**src/rtl/div_pkg.sv**
```systemverilog
// Shared definitions for the quotient rounding pipeline.
// Holds widths, rounding modes, flag indices and the result bundle.
package div_pkg;

    localparam int QW     = 40;
    localparam int INT_W  = 32;
    localparam int FRAC_W = 8;
    localparam int FLAG_W = 3;

    typedef enum logic [1:0] {
        RND_TRUNC     = 2'b00,
        RND_HALF_UP   = 2'b01,
        RND_HALF_EVEN = 2'b10
    } rnd_mode_e;

    localparam int FLG_INEXACT = 0;
    localparam int FLG_SAT     = 1;
    localparam int FLG_DZ      = 2;

    localparam logic [INT_W-1:0] SAT_VAL = '1;

    typedef struct packed {
        logic [INT_W-1:0]  data;
        logic [FLAG_W-1:0] flags;
    } rnd_res_t;

    // Raw mode bits to a rounding mode; the unused code rounds as truncate.
    function automatic rnd_mode_e to_mode(input logic [1:0] m);
        rnd_mode_e r;
        case (m)
            2'b01:   r = RND_HALF_UP;
            2'b10:   r = RND_HALF_EVEN;
            default: r = RND_TRUNC;
        endcase
        return r;
    endfunction

endpackage

```
**src/rtl/round_unit.sv**
```systemverilog
// Combinational rounding of a fixed-point quotient to an integer.
// Applies the rounding increment, saturates on carry out, reports flags.
module round_unit #(
    parameter int QW = 40
) (
    input  logic [QW-1:0]       q_i,
    input  logic                dz_i,
    input  div_pkg::rnd_mode_e  mode_i,
    output div_pkg::rnd_res_t   res_o
);
    import div_pkg::*;

    localparam logic [FRAC_W-1:0] HALF = {1'b1, {(FRAC_W-1){1'b0}}};

    logic [INT_W-1:0]  ipart;
    logic [FRAC_W-1:0] fpart;
    logic              inc;
    logic [INT_W:0]    sum;

    assign ipart = q_i[FRAC_W +: INT_W];
    assign fpart = q_i[FRAC_W-1:0];

    // Rounding increment chosen by the captured mode.
    always_comb begin
        inc = 1'b0;
        case (mode_i)
            RND_HALF_UP:   inc = fpart[FRAC_W-1];
            RND_HALF_EVEN: inc = (fpart > HALF) ||
                                 ((fpart == HALF) && ipart[0]);
            default:       inc = 1'b0;
        endcase
    end

    assign sum = {1'b0, ipart} + {{INT_W{1'b0}}, inc};

    // Final value and flags; divide by zero overrides all rounding.
    always_comb begin
        res_o = '0;
        if (dz_i) begin
            res_o.data          = SAT_VAL;
            res_o.flags[FLG_DZ] = 1'b1;
        end else begin
            res_o.flags[FLG_INEXACT] = (fpart != '0);
            if (sum[INT_W]) begin
                res_o.data           = SAT_VAL;
                res_o.flags[FLG_SAT] = 1'b1;
            end else begin
                res_o.data = sum[INT_W-1:0];
            end
        end
    end

endmodule

```
**src/rtl/quotient_rounder.sv**
```systemverilog
// Two-stage valid/ready pipeline rounding divider quotients.
// S1 captures the raw quotient, S2 holds the rounded result and flags.
module quotient_rounder #(
    parameter int QW = 40,
    parameter int CW = 16
) (
    input  logic          clk,
    input  logic          rst,
    input  logic          in_valid,
    output logic          in_ready,
    input  logic [QW-1:0] in_q,
    input  logic          in_dz,
    input  logic [1:0]    mode,
    output logic          out_valid,
    input  logic          out_ready,
    output logic [31:0]   out_data,
    output logic [2:0]    out_flags,
    output logic [CW-1:0] dz_cnt,
    output logic [CW-1:0] sat_cnt
);
    import div_pkg::*;

    logic          s1_valid_q, s1_valid_d;
    logic [QW-1:0] s1_q_q, s1_q_d;
    logic          s1_dz_q, s1_dz_d;
    rnd_mode_e     s1_mode_q, s1_mode_d;

    logic          s2_valid_q, s2_valid_d;
    rnd_res_t      s2_res_q, s2_res_d;

    logic [CW-1:0] dz_cnt_q, dz_cnt_d;
    logic [CW-1:0] sat_cnt_q, sat_cnt_d;

    rnd_res_t      rnd_res;
    logic          s1_adv;
    logic          in_fire;
    logic          out_fire;

    assign s1_adv   = !s2_valid_q || out_ready;
    assign in_ready = !s1_valid_q || s1_adv;
    assign in_fire  = in_valid && in_ready;
    assign out_fire = s2_valid_q && out_ready;

    round_unit #(
        .QW(QW)
    ) u_round (
        .q_i    (s1_q_q),
        .dz_i   (s1_dz_q),
        .mode_i (s1_mode_q),
        .res_o  (rnd_res)
    );

    // S1 next state: load on input transfer, empty when handed to S2.
    always_comb begin
        s1_valid_d = s1_valid_q;
        s1_q_d     = s1_q_q;
        s1_dz_d    = s1_dz_q;
        s1_mode_d  = s1_mode_q;
        if (in_fire) begin
            s1_valid_d = 1'b1;
            s1_q_d     = in_q;
            s1_dz_d    = in_dz;
            s1_mode_d  = to_mode(mode);
        end else if (s1_adv) begin
            s1_valid_d = 1'b0;
        end
    end

    // S2 next state: refill from S1 whenever the output slot frees up.
    always_comb begin
        s2_valid_d = s2_valid_q;
        s2_res_d   = s2_res_q;
        if (s1_adv) begin
            s2_valid_d = s1_valid_q;
            if (s1_valid_q) begin
                s2_res_d = rnd_res;
            end
        end
    end

    // Event counters count delivered results and stick at all ones.
    always_comb begin
        dz_cnt_d  = dz_cnt_q;
        sat_cnt_d = sat_cnt_q;
        if (out_fire && s2_res_q.flags[FLG_DZ] && (dz_cnt_q != '1)) begin
            dz_cnt_d = dz_cnt_q + 1'b1;
        end
        if (out_fire && s2_res_q.flags[FLG_SAT] && (sat_cnt_q != '1)) begin
            sat_cnt_d = sat_cnt_q + 1'b1;
        end
    end

    // Pipeline registers; reset drops anything in flight.
    always_ff @(posedge clk or posedge rst) begin
        if (rst) begin
            s1_valid_q <= 1'b0;
            s1_q_q     <= '0;
            s1_dz_q    <= 1'b0;
            s1_mode_q  <= RND_TRUNC;
            s2_valid_q <= 1'b0;
            s2_res_q   <= '0;
        end else begin
            s1_valid_q <= s1_valid_d;
            s1_q_q     <= s1_q_d;
            s1_dz_q    <= s1_dz_d;
            s1_mode_q  <= s1_mode_d;
            s2_valid_q <= s2_valid_d;
            s2_res_q   <= s2_res_d;
        end
    end

    // Counter registers.
    always_ff @(posedge clk or posedge rst) begin
        if (rst) begin
            dz_cnt_q  <= '0;
            sat_cnt_q <= '0;
        end else begin
            dz_cnt_q  <= dz_cnt_d;
            sat_cnt_q <= sat_cnt_d;
        end
    end

    assign out_valid = s2_valid_q;
    assign out_data  = s2_res_q.data;
    assign out_flags = s2_res_q.flags;
    assign dz_cnt    = dz_cnt_q;
    assign sat_cnt   = sat_cnt_q;

endmodule

```
**config.mk**
```make
export PLATFORM = sky130hd
export DESIGN_NAME = quotient_rounder
export DESIGN_NICKNAME = d
export VERILOG_FILES = /design/src/rtl/div_pkg.sv /design/src/rtl/round_unit.sv /design/src/rtl/quotient_rounder.sv
export SDC_FILE = /design/constraint.sdc
export NUM_CORES = 1
export LEC_CHECK = 0
export CORE_MARGIN = 5
export CORE_UTILIZATION = 30
export DETAILED_ROUTE_END_ITERATION = 8
export MAX_ROUTING_LAYER = met4
export PLACE_DENSITY_LB_ADDON = 0.08
export SLEW_MARGIN = 20
export SYNTH_ARGS = -nofsm -noshare
export SYNTH_HDL_FRONTEND = slang
export SYNTH_SLANG_ARGS = --single-unit
export TNS_END_PERCENT = 5
```
**constraint.sdc**
```tcl
create_clock -name clk -period 7.61 [get_ports clk]
set_input_delay 1.1415 -clock clk [delete_from_list [all_inputs] [get_ports clk]]
set_output_delay 1.1415 -clock clk [all_outputs]
set_load 0.1 [all_outputs]
```
== Word-level counts from Yosys, hierarchy flattened ==
Cells that the tools add are included.

* Register bits: 112
* Input port bits: 47
* Output and inout bits: 69
* Logic and storage cells: 44

* Add/subtract/negate cells: 3
* Order comparisons: 1
* Equal/unequal tests: 7
* Mux-type cells: 9
* Reduce and logical (&&, ||, !) cells: 15

{| class="wikitable"
|+ Operators by type and width
! cell !! number
|-
| 32-bit 2-to-1 mux || 2
|-
| 32-bit by 1-bit adder with 33-bit output || 1
|-
| 16-bit by 1-bit adder with 16-bit output (second input constant) || 2
|-
| 16-bit inequality test (second input constant) || 2
|-
| 8-bit equality test (second input constant) || 1
|-
| 8-bit greater-than comparator (second input constant) || 1
|-
| 8-bit nonzero test || 1
|-
| 1-bit logical AND || 7
|-
| 2-bit by 1-bit equality test with 1-bit output (second input constant) || 2
|-
| 2-bit equality test (second input constant) || 2
|-
| 1-bit 2-to-1 mux || 4
|-
| 2-bit one-hot mux with 2 select lines || 1
|-
| 1-bit logical OR || 3
|-
| 1-bit logical NOT || 2
|-
| 2-bit 2-to-1 mux || 1
|-
| 1-bit one-hot mux with 2 select lines || 1
|-
| 2-bit AND reduction || 1
|-
| 2-bit nonzero test || 1
|}

== Longest topological paths before layout ==
* Depth after elaboration: 7
* Depth in mapped cells: 11
* Gate-level depth less buffers: 11

== Cells and area by module ==
A second synthesis with hierarchy kept.

* Cells, all modules: 498
* Area total of the unflattened synthesis: 5666.7 um^2

{| class="wikitable"
|+ Modules (own cells, without submodules)
! module !! instances !! cells each !! area each (um^2) !! sequential area each (um^2)
|-
| quotient_rounder || 1 || 323 || 4559.4 || 2802.7
|-
| round_unit || 1 || 175 || 1107.3 || 0.0
|}

== Least setup slack after synthesis ==
No wires, ideal clock.

* Path kind: reg2reg
* Start: register s2_valid_q, in the netlist out_valid
* End: register s1_dz_q
* Library setup time: 0.125 ns
* Arrival: 3.324 ns
* Required time: 7.485 ns
* Setup slack: 4.162 ns
* Stages on the path, launching flop included: 5
* Buffers on the path: 1
* Period minus slack after synthesis: 3.448 ns
* Path through: dfrtp_1 -> nand3b_1 -> nand2_1 -> clkbuf_1 -> mux2_2

* Word-level cells in the longest chain between the ends: 4

{| class="wikitable"
|+ Ends and longest elaborated chain
! element !! line !! source
|-
| start: declaration || quotient_rounder.sv:28 || <nowiki>logic s2_valid_q, s2_valid_d;</nowiki>
|-
| start signal: assignment || quotient_rounder.sv:107 || <nowiki>s2_valid_q <= s2_valid_d;</nowiki>
|-
| 1-bit logical NOT || quotient_rounder.sv:39 || <nowiki>assign s1_adv = !s2_valid_q || out_ready;</nowiki>
|-
| 1-bit logical OR || quotient_rounder.sv:39 ||
|-
| 1-bit logical OR || quotient_rounder.sv:40 || <nowiki>assign in_ready = !s1_valid_q || s1_adv;</nowiki>
|-
| named net in_ready || quotient_rounder.sv:10 || <nowiki>output logic in_ready,</nowiki>
|-
| 1-bit logical AND || quotient_rounder.sv:41 || <nowiki>assign in_fire = in_valid && in_ready;</nowiki>
|-
| end signal: assignment || quotient_rounder.sv:105 || <nowiki>s1_dz_q <= s1_dz_d;</nowiki>
|-
| end: declaration || quotient_rounder.sv:25 || <nowiki>logic s1_dz_q, s1_dz_d;</nowiki>
|}

The timed path passes the listed nets, and every way through them passes these cells.
A chain may end at the register's enable or synchronous reset.

== Worst setup path after layout ==
* Start: input out_ready
* End: output in_ready

* Word-level cells in the longest chain between the ends: 2

{| class="wikitable"
|+ Ends and longest elaborated chain
! element !! line !! source
|-
| start: declaration || quotient_rounder.sv:15 || <nowiki>input logic out_ready,</nowiki>
|-
| 1-bit logical OR || quotient_rounder.sv:39 ||
|-
| 1-bit logical OR || quotient_rounder.sv:40 ||
|-
| end: declaration || quotient_rounder.sv:10 ||
|}

Every way passes these cells.

==> impl_metrics.tcl <==
set metrics [dict create \
    cts_tree "done" \
    pin_count 116 \
    yosys.area_share.adder 0.0145 \
    routedWlPerCell_um 15.5 \
    synth.top_cells.by_count "112 x dfrtp_1, 47 x nor2_1, 42 x mux2_2" \
    numCtsBuffers 9 \
    crit_fanout 5 \
    clock_path_buffers 2 \
    die_w_um 142 \
    holdWs_ns 0.486 \
    synth_warnings 0 \
    synth_flop_cell "dfrtp_1" \
    die_area_um2 20000 \
    slew-limit-headroom 0.297 \
    max_freq_mhz 234 \
    p_leak_nw 2.68 \
    startpoint_type "input pin" \
    required_ns 6.47 \
    fin_skew_ns 0.00628 \
    crit_arrival_ns 3.13 \
    nets 630 \
    grt_use_total 0.133 \
    syn_inst 462 \
    crit_type "input pin to output pin" \
    ys_top_cells_by_area "dfrtp_1 54%, mux2_2 9.1%, xnor2_1 6.9%" \
    antenna_found_initial 0 \
    final_max_slew_viol_count 0 \
    yosys.area_share.simple 0.177 \
    port_buffers 115 \
    synth_xor_area_frac 0.0894 \
    synth_nets 515 \
    synth_top_area_frac 0.540 \
    yosys.cell_types.count 46 \
    grt_pass1_wl_um 20400 \
    clock_sinks 112 \
    rr_endpoint "out_data[28]" \
    post_synth_instance_area_um2 5190 \
    synth_enable_flop_cells 0 \
    final.min_clock_period_ns 4.27 \
    totalWireLength_um 12500 \
    final-instance-count-excl-fill 805 \
    core_region_area_um2 17100 \
    hold_path_class "flip-flop to flip-flop" \
    diodes 0 \
    grt_max_degree 63 \
    netSwitchingFraction 0.414 \
    power.switching_w 0.000790 \
    internal-power_w 0.00112 \
    cts_setup_buffers 0 \
    hold_start "sat_cnt[9]" \
    min_path_cells 1 \
    place_congestion 0.792 \
    cts-root-buf "clkbuf_16" \
    seqPwrFrac 0.400 \
    firstDrtPassIters 4 \
    area_growth_pct 32.4 \
    synth-compound-area-share 0.0641 \
    pwr-share-comb 0.358 \
    die_y_um 142 \
    rsz0062_at_grt "false" \
    clk_pin_slew_ns 0.07 \
    ys_ff_latch 112 \
    via_per_inst 4.69 \
    setup_ws_ns 3.34 \
    synth_top_area_cell "dfrtp_1" \
    irDropWorstVdd_v 0.000145 \
    async_flop_share 1.00 \
    hold_path_end "sat_cnt[9]" \
    rows 48 \
    synth_top_family_by_area "simple AND/OR/NAND/NOR gates" \
    drive_gt1_frac 0.128 \
    crit-reg2reg-launch "s1_mode_q[0]" \
    place_ws_ns 3.39 \
    grt_overflow 0 \
    r2r_slack_ns 4.54 \
    power_density_nw_per_um2 278 \
    start_util 0.303 \
    first_iter_violations 121 \
    syn_avg_cell_area_um2 11.2 \
    status "finished, final reports clean" \
    tightestPinTransition_ns 1.05 \
    endpoint_kind "output pin" \
    finalHoldViolCount 0 \
    synth_most_common_cell "dfrtp_1" \
    grt_pass1_vias 3888 \
    power.share.clock 0.242 \
    dpl.cell_count 791 \
    finalPower_w 0.00191 \
    drc 0 \
    period_share 0.561 \
    fin_tns_setup_ns 0 \
    cts_resized 0 \
    cap_violations 0 \
    ant_nets 0 \
    vias 3773 \
    synth.yosys.seq_area_share 0.540 \
    htree_levels 3 \
    hpwl_um 8880 \
    r2r_cells 10 \
    cts_hold_buf 0 \
    muxShareOfSynthArea 0.0952 \
    setup_viol 0 \
    worstSkewPairLatency_ns 0.34 \
]
[kinds of logic after synthesis]
group           after synthesis
buf+inv                      24
compound gates               53
flops                       112
simple gates                170
mux                          44
xor+xnor                     53
fa+ha+maj                     6
[registers in the layout, indices dropped and copies added (netlist names)]
| signal | count |
|---|---|
| s1_q_q | 40 |
| out_data | 32 |
| dz_cnt | 16 |
| sat_cnt | 16 |
| out_flags | 3 |
| s1_mode_q | 2 |
| out_valid | 1 |
| s1_dz_q | 1 |
| s1_valid_q | 1 |
[cells in the final DEF, fill, tap and decap left out, types with 8 or more instances in the layout]
cell type	instances
nand3_1	22
nor2_1	47
clkdlybuf4s50_1	115
inv_1	10
nand4_1	15
nand2_1	36
dfrtp_1	112
nor3_1	8
a21oi_1	28
xor2_1	12
xnor2_1	41
mux2_2	42
clkbuf_16	9
[worst max-delay path by stage]
stage | slack (ns) | to | cells past startpoint | start
finish | 3.34 | in_ready | 3 | out_ready
global route | 3.27 | in_ready | 3 | out_ready
CTS | 3.37 | in_ready | 3 | out_ready
detailed placement | 3.39 | in_ready | 3 | out_ready
global placement | 3.38 | in_ready | 3 | out_ready
floorplan | 3.51 | dz_cnt[0] | 1 | rst
[worst max-delay path: stages]
cell,delay (ns)
clkdlybuf4s50_1,0.55
nand3b_1,0.24
clkdlybuf4s50_1,1.18
[metal layers]
metal / vias up / track usage / wire length, µm
met5: - / - / 0
met4: 0 / 0.0465 / 244
met3: 15 / 0.0249 / 511
met2: 93 / 0.207 / 5840
met1: 1812 / 0.174 / 5910
li1: 1853 / - / -
[through the flow]
step / utilization / instance area [µm²]
3_3_place_gp: 0.385 / 6580
6_report: 0.402 / 6870
2_1_floorplan: - / 5190
5_1_grt: 0.402 / 6870
3_5_place_dp: 0.385 / 6590
4_1_cts: 0.401 / 6870
[cell type report]
type / instances / area [µm²]
fill: 1670 / 10200
inverter: 11 / 43.8
clock buffer: 11 / 233
multi-input combinational: 326 / 2300
clock inverter: 3 / 45.0
timing repair buffer: 117 / 1170
tap: 225 / 282
sequential: 112 / 2800
[power by group through the flow]
stage / combinational [W] / sequential, W / clock (W)
2_1_floorplan: 0.000152 / 0.00112 / 0
3_3_place_gp: 0.000686 / 0.000774 / 0
3_5_place_dp: 0.000692 / 0.000775 / 0
4_1_cts: 0.000693 / 0.000765 / 0.000481
5_1_grt: 0.000723 / 0.000779 / 0.000501
6_report: 0.000684 / 0.000763 / 0.000461
(Power assumes the default switching activity.)
==> edit (same settings) <==
Register the output `sat_cnt` once more; this adds one clock of latency there. The other outputs are not delayed to match.
--- a/src/rtl/quotient_rounder.sv
+++ b/src/rtl/quotient_rounder.sv
@@ -124,7 +124,9 @@
     assign out_data  = s2_res_q.data;
     assign out_flags = s2_res_q.flags;
     assign dz_cnt    = dz_cnt_q;
-    assign sat_cnt   = sat_cnt_q;
+    always_ff @(posedge clk) begin
+        sat_cnt <= sat_cnt_q;
+    end
 
 endmodule
 
Formal check against the unedited RTL: not equivalent (a bounded check fails within 4 cycles, from zero or initial values and one cycle with rst high).
==> edit against the original RTL <==
First-iteration DRC count is 1.7% higher; wire length is 3.4% higher; sequential cell count is 16 higher; design area is 11% higher; non-clock buffer count stayed put; global-route usage is 0.19 points lower; utilization is 0.87 points higher; critical path depth stayed put; setup slack better by 0.059 ns; area after synthesis is 8.0% higher; total power is 23% higher; largest cell class unchanged.
==> edit: results (changes against the original RTL) <==
Hold EP: sat_cnt[8]
CTS Buf Count: 17 (+8)
H-tree levels: 4 (+1)
Final Cycle Share: 0.5530 (-0.007703)
Clock Latency Late Sink: 0.42 ns (+0.08 ns)
Placed instance area: 6982 um2 (+5.9%)
Lkg Pwr: 0.003065 uW (+15%)
First-pass GRT wire length: 21.67 mm (+6.1%)
Status: finished, final reports clean
Post-DP HPWL: 9.041 mm (+1.8%)
Pre-CTS WS: 3.437 ns (+0.04949 ns)
Distinct cells, synth: 44 (-4.3%)
CP arrival: 3.07 ns (-0.06 ns)
Met2 Wirelength: 6.081 mm (+4.1%)
Synth async-reset ratio: 0.8750 (-0.1250)
Share of cells above drive strength 1: 0.1748 (+0.04725)
Vias in the first global route: 4165 (+7.1%)
Worst r2r dst: out_data[0]
Final estimated routing congestion in global placement: 0.7749 (-2.1%)
Met2 usage: 0.2014 (-0.005760)
Vias per cell: 4.616 (-1.5%)
Synth area leaders: dfrtp_1 50%, mux2_2 8.8%, dfxtp_1 5.7%
Met3 usage: 0.04624 (+0.02130)
Worst Hold Depth: 0 (-1)
Worst vdd ir: 0.0001544 V (+6.7%)
WL met3: 704 um (+38%)
Total GRT Usage: 0.1307 (-0.001905)
[edit: cell count changes after synthesis, sizes merged, moves of 6 or more]
cell / unedited run / this run
dfxtp: 0 / 16
xnor2: 41 / 30
nor3: 13 / 3
xor2: 12 / 22
nor2: 47 / 54
nand4: 16 / 22
[edit: how the worst max path moves through the flow]
stage / endpoint
final: in_ready
after detailed placement: in_ready
after global routing: in_ready
after global placement: in_ready
after floorplan: dz_cnt[0]
after CTS: in_ready
[edit: cell families (layout without fill, tap and decap cells)]
| family | Yosys count | after routing | share of synthesized area |
|---|---|---|---|
| and+or+nand+nor | 172 | 172 | 0.1570 |
| AOI/OAI and AO/OA | 48 | 48 | 0.07615 |
| DFF | 128 | 128 | 0.5574 |
| buffers and inverters | 26 | 160 | 0.02278 |
| xor gates and xnor gates | 52 | 52 | 0.08129 |
| muxes | 46 | 46 | 0.09201 |
| adders and majority gates | 6 | 6 | 0.01340 |
[edit: stage by stage]
step	cells	utilization	hold slack, ns
2_1_floorplan	478	-	0.3672
6_report	846	0.4103	0.4159
5_1_grt	846	0.4103	0.4384
3_5_place_dp	814	0.3770	0.4031
4_1_cts	846	0.4095	0.4167
3_3_place_gp	814	0.3770	0.3957
[edit: final cells by class]
cell class	count	area, um2
fillers	1749	10920
flip-flops and latches	128	3123
multi-input cells	324	2367
repair buffers	117	1170
clock buffers	20	479.2
well taps	234	292.8
clock inverters	12	121.4
inverters	11	43.79
[edit: report_power, final]
part	total [uW]	leakage, uW	switching, uW	internal [uW]
registers	848	0.00144	85.6	763
clock network	810	0.000292	317	493
logic	685	0.00133	495	190
total	2340	0.00306	897	1450
